**src/rtl/fp32_pkg.sv**
```systemverilog
// Shared FP32 constants and the stage-1 payload of the multiply normalise/round path.
package fp32_pkg;

  localparam int EXP     = 8;
  localparam int MAN     = 23;
  localparam int BIAS    = 127;
  localparam int EXP_MAX = 255;

  localparam logic [31:0] QNAN = 32'h7FC0_0000;

  // frac holds the normalised product below the hidden bit (hidden bit sits at bit 47).
  typedef struct packed {
    logic        sign;
    logic        nan;
    logic        inf;
    logic        zero;
    logic [46:0] frac;
  } s1_payload_t;

endpackage

```
**src/rtl/fp32_round_pack.sv**
```systemverilog
// Combinational round-to-nearest-even, overflow/underflow detection and FP32 packing.
module fp32_round_pack
  import fp32_pkg::*;
#(
  parameter int EXP_W = 10
) (
  input  logic             sign,
  input  logic             nan,
  input  logic             inf,
  input  logic             zero,
  input  logic [46:0]      frac,
  input  logic [EXP_W-1:0] exp_in,
  output logic [31:0]      result,
  output logic             ovf,
  output logic             unf,
  output logic             inexact
);

  logic [MAN-1:0]   man;
  logic             guard;
  logic             sticky;
  logic             round_up;
  logic [MAN:0]     man_rnd;
  logic [EXP_W-1:0] exp_f;
  logic             exp_hi;
  logic             exp_lo;

  always_comb begin
    man      = frac[46:24];
    guard    = frac[23];
    sticky   = |frac[22:0];
    round_up = guard & (sticky | man[0]);
    man_rnd  = {1'b0, man} + {{MAN{1'b0}}, round_up};
    // A carry out leaves the low 23 bits at zero, which is exactly the renormalised mantissa.
    exp_f    = exp_in + {{(EXP_W-1){1'b0}}, man_rnd[MAN]};
    exp_hi   = !exp_f[EXP_W-1] && (exp_f >= EXP_W'(EXP_MAX));
    exp_lo   = exp_f[EXP_W-1] || (exp_f == '0);

    result  = '0;
    ovf     = 1'b0;
    unf     = 1'b0;
    inexact = 1'b0;
    if (nan) begin
      result = QNAN;
    end else if (inf) begin
      result = {sign, {EXP{1'b1}}, {MAN{1'b0}}};
    end else if (zero) begin
      result = {sign, {(EXP+MAN){1'b0}}};
    end else if (exp_hi) begin
      result  = {sign, {EXP{1'b1}}, {MAN{1'b0}}};
      ovf     = 1'b1;
      inexact = 1'b1;
    end else if (exp_lo) begin
      result  = {sign, {(EXP+MAN){1'b0}}};
      unf     = 1'b1;
      inexact = 1'b1;
    end else begin
      result  = {sign, exp_f[EXP-1:0], man_rnd[MAN-1:0]};
      inexact = guard | sticky;
    end
  end

endmodule

```
**src/rtl/fp32_norm_round.sv**
```systemverilog
// Two-stage FP32 multiply back end: normalise by the LZ count, then round and pack,
// with valid/ready backpressure at full throughput.
module fp32_norm_round
  import fp32_pkg::*;
#(
  parameter int EXP_W  = 10,
  parameter int PROD_W = 48
) (
  input  logic              clk,
  input  logic              rst,
  input  logic              in_valid,
  output logic              in_ready,
  input  logic              in_sign,
  input  logic [EXP_W-1:0]  in_exp,
  input  logic [PROD_W-1:0] in_prod,
  input  logic [5:0]        in_lz,
  input  logic              in_nan,
  input  logic              in_inf,
  output logic              out_valid,
  input  logic              out_ready,
  output logic [31:0]       out_result,
  output logic              out_ovf,
  output logic              out_unf,
  output logic              out_inexact
);

  logic              s1_en;
  logic              s2_en;
  logic              s1_valid;
  s1_payload_t       s1_q;
  logic [EXP_W-1:0]  s1_exp;
  logic [PROD_W-1:0] shifted;
  logic [EXP_W-1:0]  exp1;

  logic [31:0] rp_result;
  logic        rp_ovf;
  logic        rp_unf;
  logic        rp_inexact;

  assign s2_en    = ~out_valid | out_ready;
  assign s1_en    = ~s1_valid | s2_en;
  assign in_ready = s1_en;

  always_comb begin
    shifted = in_prod << (in_lz - 6'd1);
    exp1    = in_exp + EXP_W'(2) - EXP_W'(in_lz);
  end

  fp32_round_pack #(
    .EXP_W (EXP_W)
  ) u_round_pack (
    .sign    (s1_q.sign),
    .nan     (s1_q.nan),
    .inf     (s1_q.inf),
    .zero    (s1_q.zero),
    .frac    (s1_q.frac),
    .exp_in  (s1_exp),
    .result  (rp_result),
    .ovf     (rp_ovf),
    .unf     (rp_unf),
    .inexact (rp_inexact)
  );

  always_ff @(posedge clk) begin
    if (rst) begin
      s1_valid    <= 1'b0;
      s1_q        <= '0;
      s1_exp      <= '0;
      out_valid   <= 1'b0;
      out_result  <= '0;
      out_ovf     <= 1'b0;
      out_unf     <= 1'b0;
      out_inexact <= 1'b0;
    end else begin
      if (s1_en) begin
        s1_valid <= in_valid;
        if (in_valid) begin
          s1_q.sign <= in_sign;
          s1_q.nan  <= in_nan;
          s1_q.inf  <= in_inf;
          s1_q.zero <= (in_prod == '0);
          s1_q.frac <= shifted[46:0];
          s1_exp    <= exp1;
        end
      end
      if (s2_en) begin
        out_valid <= s1_valid;
        if (s1_valid) begin
          out_result  <= rp_result;
          out_ovf     <= rp_ovf;
          out_unf     <= rp_unf;
          out_inexact <= rp_inexact;
        end
      end
    end
  end

endmodule

```
**config.mk**
```make
export PLATFORM = sky130hd
export DESIGN_NAME = fp32_norm_round
export DESIGN_NICKNAME = d
export VERILOG_FILES = /design/src/rtl/fp32_pkg.sv /design/src/rtl/fp32_round_pack.sv /design/src/rtl/fp32_norm_round.sv
export SDC_FILE = /design/constraint.sdc
export NUM_CORES = 1
export LEC_CHECK = 0
export CAP_MARGIN = 40
export CORE_UTILIZATION = 35
export CTS_CLUSTER_DIAMETER = 150
export DETAILED_ROUTE_END_ITERATION = 7
export GPL_ROUTABILITY_DRIVEN = 0
export SLEW_MARGIN = 30
export SYNTH_ARGS = -nofsm -noshare
export SYNTH_HDL_FRONTEND = slang
export SYNTH_SLANG_ARGS = --single-unit
```
**constraint.sdc**
```tcl
create_clock -name clk -period 3.7 [get_ports clk]
set_clock_uncertainty 0.1 [all_clocks]
set_input_delay 0.37 -clock clk [delete_from_list [all_inputs] [get_ports clk]]
set_output_delay 0.37 -clock clk [all_outputs]
set_load 0.01 [all_outputs]
```
After elaboration in Yosys (flattened, before gate mapping)
Index checks and enable logic that the tools add are counted.

RAM bits: 0. Memory bits (read-only): 0. Input port bits: 71. Logic and storage cells: 53. Memories kept: 0. Bits in latches: 0. Flip-flop bits (word level): 98. Output and inout bits: 37.

$add $sub $neg: 5. Muxes and demuxes: 19. Equal/unequal tests: 0. Bitwise logic cells: 7. $lt $le $gt $ge: 1. Reduce and logical (&&, ||, !) cells: 8. Divide/modulo/power cells: 0. Multipliers: 0. Shift-type cells: 1.

Operators with widths (number): 31-bit 2-to-1 mux (4); 48-bit zero test (1); 48-bit by 6-bit left shift with 47-bit output (1); 32-bit 2-to-1 mux (1); 23-bit by 1-bit adder with 24-bit output (1); 23-bit OR reduction (1); 1-bit 2-to-1 mux (14); 10-bit by 1-bit adder with 10-bit output (1); 10-bit by 2-bit adder with 10-bit output, second input constant (1); 10-bit by 8-bit >= comparator with 1-bit output, second input constant (1); 10-bit zero test (1); 10-bit by 6-bit subtractor with 10-bit output (1); 6-bit by 1-bit subtractor with 6-bit output, second input constant (1); 1-bit OR (4); 2-bit AND reduction (2); 1-bit NOT (2); 1-bit bitwise AND (1); 1-bit logical AND (1); 1-bit zero test (1); 1-bit logical OR (1).

Depth between registers and ports, before layout
Word-level depth: 12. Gate-level depth with buffers: 16. Depth with buffers taken out: 14.

By module
Synthesis repeated with hierarchy kept, for this count alone.

Cell total of the unflattened synthesis: 925. Area total of the unflattened synthesis: 7563.5 um^2.

By module, submodules not included: fp32_norm_round (sequential area each 1961.9 um^2, cells each 748, times used 1, area an instance 6388.6 um^2); fp32_round_pack (sequential area each 0.0 um^2, cells each 177, times used 1, area an instance 1174.9 um^2).

Least setup slack after synthesis
Ideal clock, no wire load.

Path kind: input port to flip-flop. Start: input port in_lz[0]. End: register, netlist name s1_q[45]. Data arrival time: 3.122 ns. Buffers on the path: 7. Setup slack: 0.356 ns. Library setup time: 0.122 ns. Stages: 14. Required time: 3.478 ns. Cell sequence: buf_2 > buf_4 > inv_2 > buf_2 > ha_1 > buf_4 > buf_4 > buf_4 > buf_2 > mux2i_1 > nand2_1 > a311oi_1 > o32ai_1 > a221o_1.

Word-level cells in the longest chain between the ends: 2.

RTL lines: start, declared (RTL line fp32_norm_round.sv:16) `input logic [5:0] in_lz,`; 6-bit by 1-bit subtractor with 6-bit output (RTL line fp32_norm_round.sv:45) `shifted = in_prod << (in_lz - 6'd1);`; 48-bit by 6-bit left shift with 47-bit output (RTL line fp32_norm_round.sv:45).

Every way passes these cells. A chain may end at the register's enable or synchronous reset.

Final worst setup path
Start: register, netlist name s1_q[36]. End: register out_result[28].

Word-level cells in the longest chain between the ends: 9. Elaborated cells on any way between the ends: 12. Classes of those cells: 2 x add/sub; 1 x order compare; 5 x mux; 4 x reduce/logical.

RTL lines: 23-bit by 1-bit adder with 24-bit output * (RTL line fp32_round_pack.sv:33) `man_rnd = {1'b0, man} + {{MAN{1'b0}}, round_up};`; 10-bit by 1-bit adder with 10-bit output * (RTL line fp32_round_pack.sv:35) `exp_f = exp_in + {{(EXP_W-1){1'b0}}, man_rnd[MAN]};`; branches (longest 3 deep; another with 10-bit by 8-bit >= comparator with 1-bit output); 31-bit 2-to-1 mux * (RTL line fp32_round_pack.sv:49) `end else if (exp_hi) begin`; 31-bit 2-to-1 mux * (RTL line fp32_round_pack.sv:47) `end else if (zero) begin`; 31-bit 2-to-1 mux * (RTL line fp32_round_pack.sv:45) `end else if (inf) begin`; 32-bit 2-to-1 mux * (RTL line fp32_round_pack.sv:43) `if (nan) begin`; end signal, assigned (RTL line fp32_norm_round.sv:89) `out_result <= rp_result;`; end, declared (RTL line fp32_norm_round.sv:21) `output logic [31:0] out_result,`.

Mark *: on every way between the ends.

==> impl_metrics.py <==
metrics = {
    "cells_and_area": {
        "stdcell_area_um2": 9160,
        "num_antenna_cells": 0,
        "share_of_the_core_filled_with_cells_pct": 44.8,
        "finish.net_count": 1037,
        "post_route_cells_drive_above_1_share_pct": 13.6,
        "area_growth_syn_to_layout_pct": 24.3,
        "layoutNonFillerInstCount": 1222,
    },
    "floorplanning": {
        "io_pins": 108,
        "core_region_area_um2": 20400,
        "die_area_um2": 21600,
        "initial_core_util_pct": 36.0,
        "placementRows": 52,
        "die-width_um": 147,
        "dieHeight_um": 147,
    },
    "critical_path": {
        "worst-setup-path-type": "reg -> reg",
        "crit_start": "s1_q[36]",
        "regToRegEndpoint": "out_result[28]",
        "start_kind": "flip-flop",
        "rrSetupSlack_ns": 0.21,
        "worst_ep_arrival_time_ns": 3.63,
        "timing.rr.start": "s1_q[36]",
        "rr_worst_depth": 13,
        "critPathCaptureType": "flip-flop",
        "critical_path_required_ns": 3.85,
        "crit_fanout": 7,
        "worstSetupEndpoint": "out_result[28]",
    },
    "power_and_ir_drop": {
        "total_power_mw": 3.28,
        "power.ir.vdd_worst_v": 0.000239,
        "power-per-cell-area_nw_per_um2": 358,
        "p_leak_nw": 3.48,
    },
    "outcome": {
        "status": "complete, no violations",
    },
    "clock_tree": {
        "clkLatencyLatePin_ns": 0.34,
        "cts.hold.buffers_added": 0,
        "htreeDepth": 3,
        "ctsRootBufferMaster": "clkbuf_16",
        "cts_buf_count": 9,
        "clk_pin_slew_ns": 0.07,
        "post_cts_buffers": 0,
        "cts_resized": 0,
        "clock_tree_from_tritoncts": "done",
        "cts.path.max_buffers": 2,
        "cts.sink_count": 98,
    },
    "synthesis": {
        "post_synth_edffs": 0,
        "yosys.cell_types.count": 71,
        "yosys_warnings": 0,
        "synth-seq-area-share_pct": 26.6,
        "ys_dominant_reg_cell": "dfxtp_1",
        "synthCells": 855,
        "syn-cell-area_um2": 7360,
        "postSynthRegisterBits": 98,
        "synthesized_area_divided_by_synthesized_cell_count_um2": 8.61,
        "post_synthesis_net_count": 945,
        "postSynth.asyncResetShare_pct": 0,
    },
    "sta": {
        "layout_setup_ws_ns": 0.212,
        "post-route-min-period_ns": 3.49,
        "hold_violations": 0,
        "hold_ws_ns": 0.351,
        "max_freq_mhz": 287,
        "max_slew.worst_pin.slew_ns": 0.693,
        "fin_crit_sh_pct": 94.3,
        "setup-tns-final_ns": 0,
        "rsz0062_at_grt": "false",
        "total_setup_violations_reported_at_the_end_of_the_flow": 0,
        "maxSlewHeadroom_pct": 53.4,
        "maxSlewViolCount": 0,
    },
    "drt": {
        "drt-pass1-iter-count": 7,
        "final_antenna_net_count": 0,
        "via_count": 6833,
        "drcViolationCount": 0,
        "drt_iter0_drc": 438,
        "vias_per_cell": 5.59,
        "avgRoutedWirePerCell_um": 17.5,
        "detail_route.wirelength_um": 21400,
    },
    "global_route": {
        "grt_max_degree": 63,
        "antenna_found_initial": 0,
        "grt-ovfl-total": 0,
        "grt_pass1_vias": 6296,
        "gr-usage-all-layers_pct": 20.1,
        "wire_length_of_the_first_global_routing_pass_um": 34800,
    },
    "hold_path": {
        "hold_path_class": "reg -> reg",
        "hold_start": "out_result[31]",
    },
    "placed_design": {
        "dpl_worst_slack_ns": 0.0552,
        "placedInstanceArea_um2": 8780,
        "buffer_ports.inserted": 107,
        "placedCellCount": 1204,
        "dp_hpwl_um": 17000,
    },
    "job": {
        "timing.max_cap.violations": 0,
    },
}
power by group:
part	total [mW]	switching (mW)	internal, mW
sequential	1.18	0.0668	1.12
combinational	1.04	0.568	0.469
clock	1.06	0.400	0.660
total	3.28	1.04	2.25
worst max-delay path, cell delays in order, from the launching register on:
cell and delay (ns):
dfxtp_1 0.36, and4_1 0.24, and3_1 0.22, and4_1 0.20
and4_1 0.19, nand3_1 0.07, nor2_1 0.22, ha_2 0.28
ha_2 0.26, xnor2_1 0.10, or3_1 0.38, o31a_1 0.29
o21a_1 0.23, a211oi_1 0.26
cell type report:
type                       instances  area [µm²]
inverter                          26        97.6
fill                            2067       11300
multi-input combinational        667        5030
sequential                        98        1960
timing repair buffer             145        1390
clock inverter                     7         116
tap                              270         338
clock buffer                       9         225
cell usage after synthesis, drive strengths merged (24+ instances only):
master,count,share of area (%)
a21oi,37,2.7
buf,34,2.9
clkbuf,30,1.5
dfxtp,98,27
inv,26,1.3
mux2,28,4.4
mux2i,68,9.5
nand2,77,3.9
nand3,52,3.7
nor2,74,3.8
o31ai,24,2.4
xor2,24,2.9
state kept, by name (all words and copies together), names as in the netlist:
register	count
out_unf	1
out_result	32
s1_valid	1
out_ovf	1
s1_exp	10
out_valid	1
s1_q	51
out_inexact	1
cells in the final DEF, fill, tap and decap left out, types with 17 or more instances in the layout:
cell type,n
a21oi_1,36
a22oi_1,17
buf_4,33
clkdlybuf4s50_1,105
dfxtp_1,98
inv_1,25
mux2_2,26
mux2i_1,66
mux4_2,22
nand2_1,77
nand3_1,50
nor2_1,73
nor4_1,22
o31ai_1,24
xor2_1,22
how the worst min path moves through the flow:
stage	cells past startpoint	slack (ns)	endpoint
floorplan	1	0.33	s1_q[22]
global placement	2	0.34	out_result[31]
detailed placement	2	0.34	out_result[31]
CTS	2	0.35	out_result[31]
global route	2	0.36	out_result[31]
finish	2	0.35	out_result[31]
metal layers:
metal  up-vias  part of all wire [%]  track usage (%)
met3        20                   6.1             2.83
met1      3171                    49             30.3
li1       3406                     -                -
met5         -                     0                0
met2       236                    43             30.2
met4         0                   1.1             4.07
logic make-up (layout without fill, tap and decap cells):
family,after synthesis,in the layout,synth area share [%]
xor+xnor,39,39,4.64
flops,98,98,26.6
buf+inv,90,187,5.71
compound gates,184,184,18.3
fa+ha+maj,19,19,3.33
simple gates,307,307,20.8
mux,118,118,20.6
(Power assumes the default switching activity.)
==> patch 1: new RTL, config.mk and constraints unchanged <==
The parameter `PROD_W` goes from 48 to 96.
--- a/src/rtl/fp32_norm_round.sv
+++ b/src/rtl/fp32_norm_round.sv
@@ -5,5 +5,5 @@
 #(
   parameter int EXP_W  = 10,
-  parameter int PROD_W = 48
+  parameter int PROD_W = 96
 ) (
   input  logic              clk,
Ports: changed (resized in_prod); port bits go from 108 to 156. The function was not compared with the original's and may differ.
==> patch 1 against the unedited design <==
  * Power decreased by 0.52%
  * Wire length increased by 20%
  * Design area increased by 7.5%
  * Core utilization increased by 2.0 points
  * Worst setup slack improved by 0.030 ns
  * Sequential cell count unchanged
  * Synthesized area increased by 2.1%
==> patch 1: results (changes against the unedited design) <==
| Metric | Value |
|---|---|
| Status | `completed` |
| Routed wire length | `25600 um (+20%)` |
| NumNets Final | `1201 (+16%)` |
| First-pass GRT wire length | `40400 um (+16%)` |
| Non-clock buffer share | `20.1% (+4.9 points)` |
| Wl on met1 | `11500 um (+8.5%)` |
| Combinational power | `1170 uW (+13%)` |
| Final worst setup slack | `0.243 ns (+0.0304 ns)` |
| Leak | `0.00360 uW (+3.5%)` |
| Met3 WL post-DR | `1770 um (+36%)` |
| Metal2 WL | `11700 um (+26%)` |
| Cell total after placement | `1326 (+10%)` |
| Seq area share | `19.9% (-1.5 points)` |
| Multi-input gates | `720 (+7.9%)` |
| Largest net degree at the start of global routing | `45 (-29%)` |
| XOR/XNOR Fraction of Synth Area | `4.78% (+0.14 points)` |
| Cell Area, Placed | `9540 um2 (+8.5%)` |
| Sequential power share | `36.3% (+0.2 points)` |
| Multi-input combinational area share | `52.6% (-2.3 points)` |
| Most frequent cell after synthesis | `nand2_1` |
| Vias in the first global route | `7475 (+19%)` |
| Routing usage on met2 | `37.2% (+7.0 points)` |
| Pwr dens | `332 nW/um2 (-7.5%)` |
| Hold Slack | `0.349 ns (-0.00142 ns)` |
| Maximum VDD drop | `196 uV (-18%)` |
| Buffers, non-clock | `208 (+43%)` |
| Clock network contribution to total cell area | `2.91% (-0.82 points)` |
| Compound-Gate Fraction of Synth Area | `19.3% (+0.96 points)` |
| Share of cells above drive strength 1 | `13.2% (-0.35 points)` |
| Largest cells by area after synthesis | `dfxtp_1 26%, mux4_2 11%, nand2_1 6.7%` |
| TritonRoute pass-1 iters | `5 (-2)` |
| DP Wirelength | `20200 um (+19%)` |
| WL/cell | `19.1 um (+8.8%)` |
| Crit path max fanout | `22 (+15)` |
| Commonest cells in the netlist | `135 x nand2_1, 98 x dfxtp_1, 59 x nor2_1` |
| Global-route usage over all layers | `23.4% (+3.3 points)` |
| Met1 Use GR | `32.2% (+1.9 points)` |
| Design Area, Final | `9850 um2 (+7.5%)` |
| Hold Startpoint | `s1_q[16]` |
| GRT met3 Usage | `2.91% (+0.088 points)` |
==> patch 1: repair_timing <==
| item | 4_1_cts | 5_1_grt |
|---|---|---|
| resized for setup | 0 | 5 |
| endpoints found under the setup margin | 0 | 28 |
| buffers inserted | 0 | 0 |
==> patch 1: critical path, cell delays in order (launching register included) <==
cell and delay (ns):
dfxtp_1 0.38, nand3_1 0.16, or4_4 0.57, nor2_2 0.14
and4_1 0.25, ha_2 0.23, ha_1 0.19, buf_4 0.17
inv_1 0.07, nor3_1 0.22, xor2_1 0.16, a31oi_2 0.23
nand3_1 0.16, buf_12 0.19, o21ai_0 0.15
==> patch 1: worst paths after layout <==
check | endpoint | cells after the start
setup / recovery | out_result[21] | 14
hold / removal | s1_q[16] | 2
setup reg to reg | out_result[21] | 14
hold reg to reg | s1_q[16] | 2
==> patch 1: cells by family (layout without fill, tap and decap cells) <==
kind of cell    Yosys count  count (layout)
compound gates          219             219
xor+xnor                 41              41
fa+ha+maj                19              19
buf+inv                  91             250
flops                    98              98
mux                      87              87
simple gates            354             354
==> patch 2: new RTL, same flow settings <==
Without the edit above. Register the output `out_ovf` once more, cleared by the reset; this adds one clock of latency there. The other outputs are not delayed to match.
--- a/src/rtl/fp32_norm_round.sv
+++ b/src/rtl/fp32_norm_round.sv
@@ -24,4 +24,6 @@
   output logic              out_inexact
 );
+
+  logic out_ovf_s0;
 
   logic              s1_en;
@@ -69,5 +71,5 @@
       out_valid   <= 1'b0;
       out_result  <= '0;
-      out_ovf     <= 1'b0;
+      out_ovf_s0  <= 1'b0;
       out_unf     <= 1'b0;
       out_inexact <= 1'b0;
@@ -88,5 +90,5 @@
         if (s1_valid) begin
           out_result  <= rp_result;
-          out_ovf     <= rp_ovf;
+          out_ovf_s0  <= rp_ovf;
           out_unf     <= rp_unf;
           out_inexact <= rp_inexact;
@@ -96,4 +98,12 @@
   end
 
+  always_ff @(posedge clk) begin
+    if (rst) begin
+      out_ovf <= '0;
+    end else begin
+      out_ovf <= out_ovf_s0;
+    end
+  end
+
 endmodule
 
Behaviour: not the same (a bounded check fails within 4 cycles, from zero or initial values and one cycle with rst high).
==> patch 2 against the unedited design <==
  * Sequential cell count grew 1
  * Non-clock buffer count grew 10
  * Synthesized area grew 0.44%
  * Power shrank 1.9%
  * Worst setup slack gained 0.030 ns
  * Synthesized cell count grew 2.0%
  * Design area grew 0.89%
  * Wire length grew 5.5%
  * Critical endpoint is now out_result[4]
==> patch 2: results (changes against the unedited design) <==
| Metric | Value |
|---|---|
| Slowest-stage cell, CP | `or4_1` |
| FF/Latch Area | `1980 um2 (+1.1%)` |
| Cell total after placement | `1235 (+2.6%)` |
| Largest registers | `s1_q x51, out_result x32, s1_exp x10` |
| Crit path max fanout | `20 (+13)` |
| Crit path launch | `s1_q[23]` |
| TritonRoute pass-1 iters | `5 (-2)` |
| Hold Crit Endpoint | `out_result[10]` |
| Place WS | `0.157 ns (+0.101 ns)` |
| Share of cells above drive strength 1 | `14.9% (+1.4 points)` |
| Non-clk invs | `30 (+15%)` |
| Buffers, non-clock | `155 (+6.9%)` |
| Data arrival, critical path | `3.58 ns (-0.05 ns)` |
| Hold Slack | `0.351 ns (+0.000927 ns)` |
| Multi-input gates | `684 (+2.5%)` |
| Mapped Cells | `872 (+2.0%)` |
| Max stage delay on crit path | `0.54 ns (+0.16 ns)` |
| Design Area, Final | `9240 um2 (+0.89%)` |
| Sequential area share after synthesis | `26.8% (+0.15 points)` |
| Cell Area, Placed | `8900 um2 (+1.3%)` |
| Worst-Margin Slew | `0.948 ns (+0.255 ns)` |
| Final worst setup slack | `0.242 ns (+0.0296 ns)` |
| Multi-input combinational area share | `54.6% (-0.38 points)` |
| Vias in the first global route | `6507 (+3.4%)` |
| Status | `completed` |
| WL/cell | `18.0 um (+2.8%)` |
| Global-route usage over all layers | `21.0% (+0.92 points)` |
| Leak | `0.00338 uW (-3.0%)` |
| CLK BUF | `11 (+2)` |
| Clock network contribution to total cell area | `3.28% (-0.45 points)` |
| Synthesized Nets | `962 (+1.8%)` |
| Hold Startpoint | `out_result[10]` |
| First-pass GRT wire length | `36100 um (+3.8%)` |
| DP Wirelength | `17900 um (+5.2%)` |
| Largest net degree at the start of global routing | `43 (-32%)` |
| CTS sink cnt | `99 (+1.0%)` |
| Largest cells by area after synthesis | `dfxtp_1 27%, mux4_2 13%, nand2_1 6.1%` |
| Worst r2r src | `s1_q[23]` |
| Vias | `7144 (+4.6%)` |
| FF-to-FF path depth | `14 (+1)` |
| Commonest cells in the netlist | `121 x nand2_1, 99 x dfxtp_1, 76 x nor2_1` |
| Non-clock buffer share | `15.8% (+0.67 points)` |
| Maximum VDD drop | `197 uV (-18%)` |
| Initial DRC Count | `545 (+24%)` |
| Netlist cell types | `76 (+7.0%)` |
-- patch 2: changes by cell type after synthesis, moves of 11 or more --
cell	unedited run	this run
a221o_1	13	2
mux2_2	26	13
mux2i_1	66	34
mux4_2	22	43
nand2_1	77	121
nand3_1	50	27
o21ai_0	10	54
o31ai_1	24	2
-- patch 2: per-layer routing --
layer / global-route usage (%) / up-vias / routed length (um)
met1: 30.9 / 3358 / 10700
met4: 6.80 / 0 / 582
li1: - / 3468 / -
met3: 2.59 / 36 / 1450
met2: 31.8 / 282 / 9840
met5: 0 / - / 0
-- patch 2: kinds of logic after synthesis --
logic type / share of synthesized area [%]
compound gates: 18.7
xor+xnor: 4.85
fa+ha+maj: 3.32
buf+inv: 5.53
flops: 26.8
mux: 19.9
simple gates: 20.9
-- patch 2: power by group --
group          internal (uW)  switching (uW)  total [uW]  leakage [uW]
Clock                    545             404         949      0.000146
Sequential              1130            70.6        1200      0.000808
Combinational            490             584        1070       0.00242
Total                   2160            1060        3220       0.00338
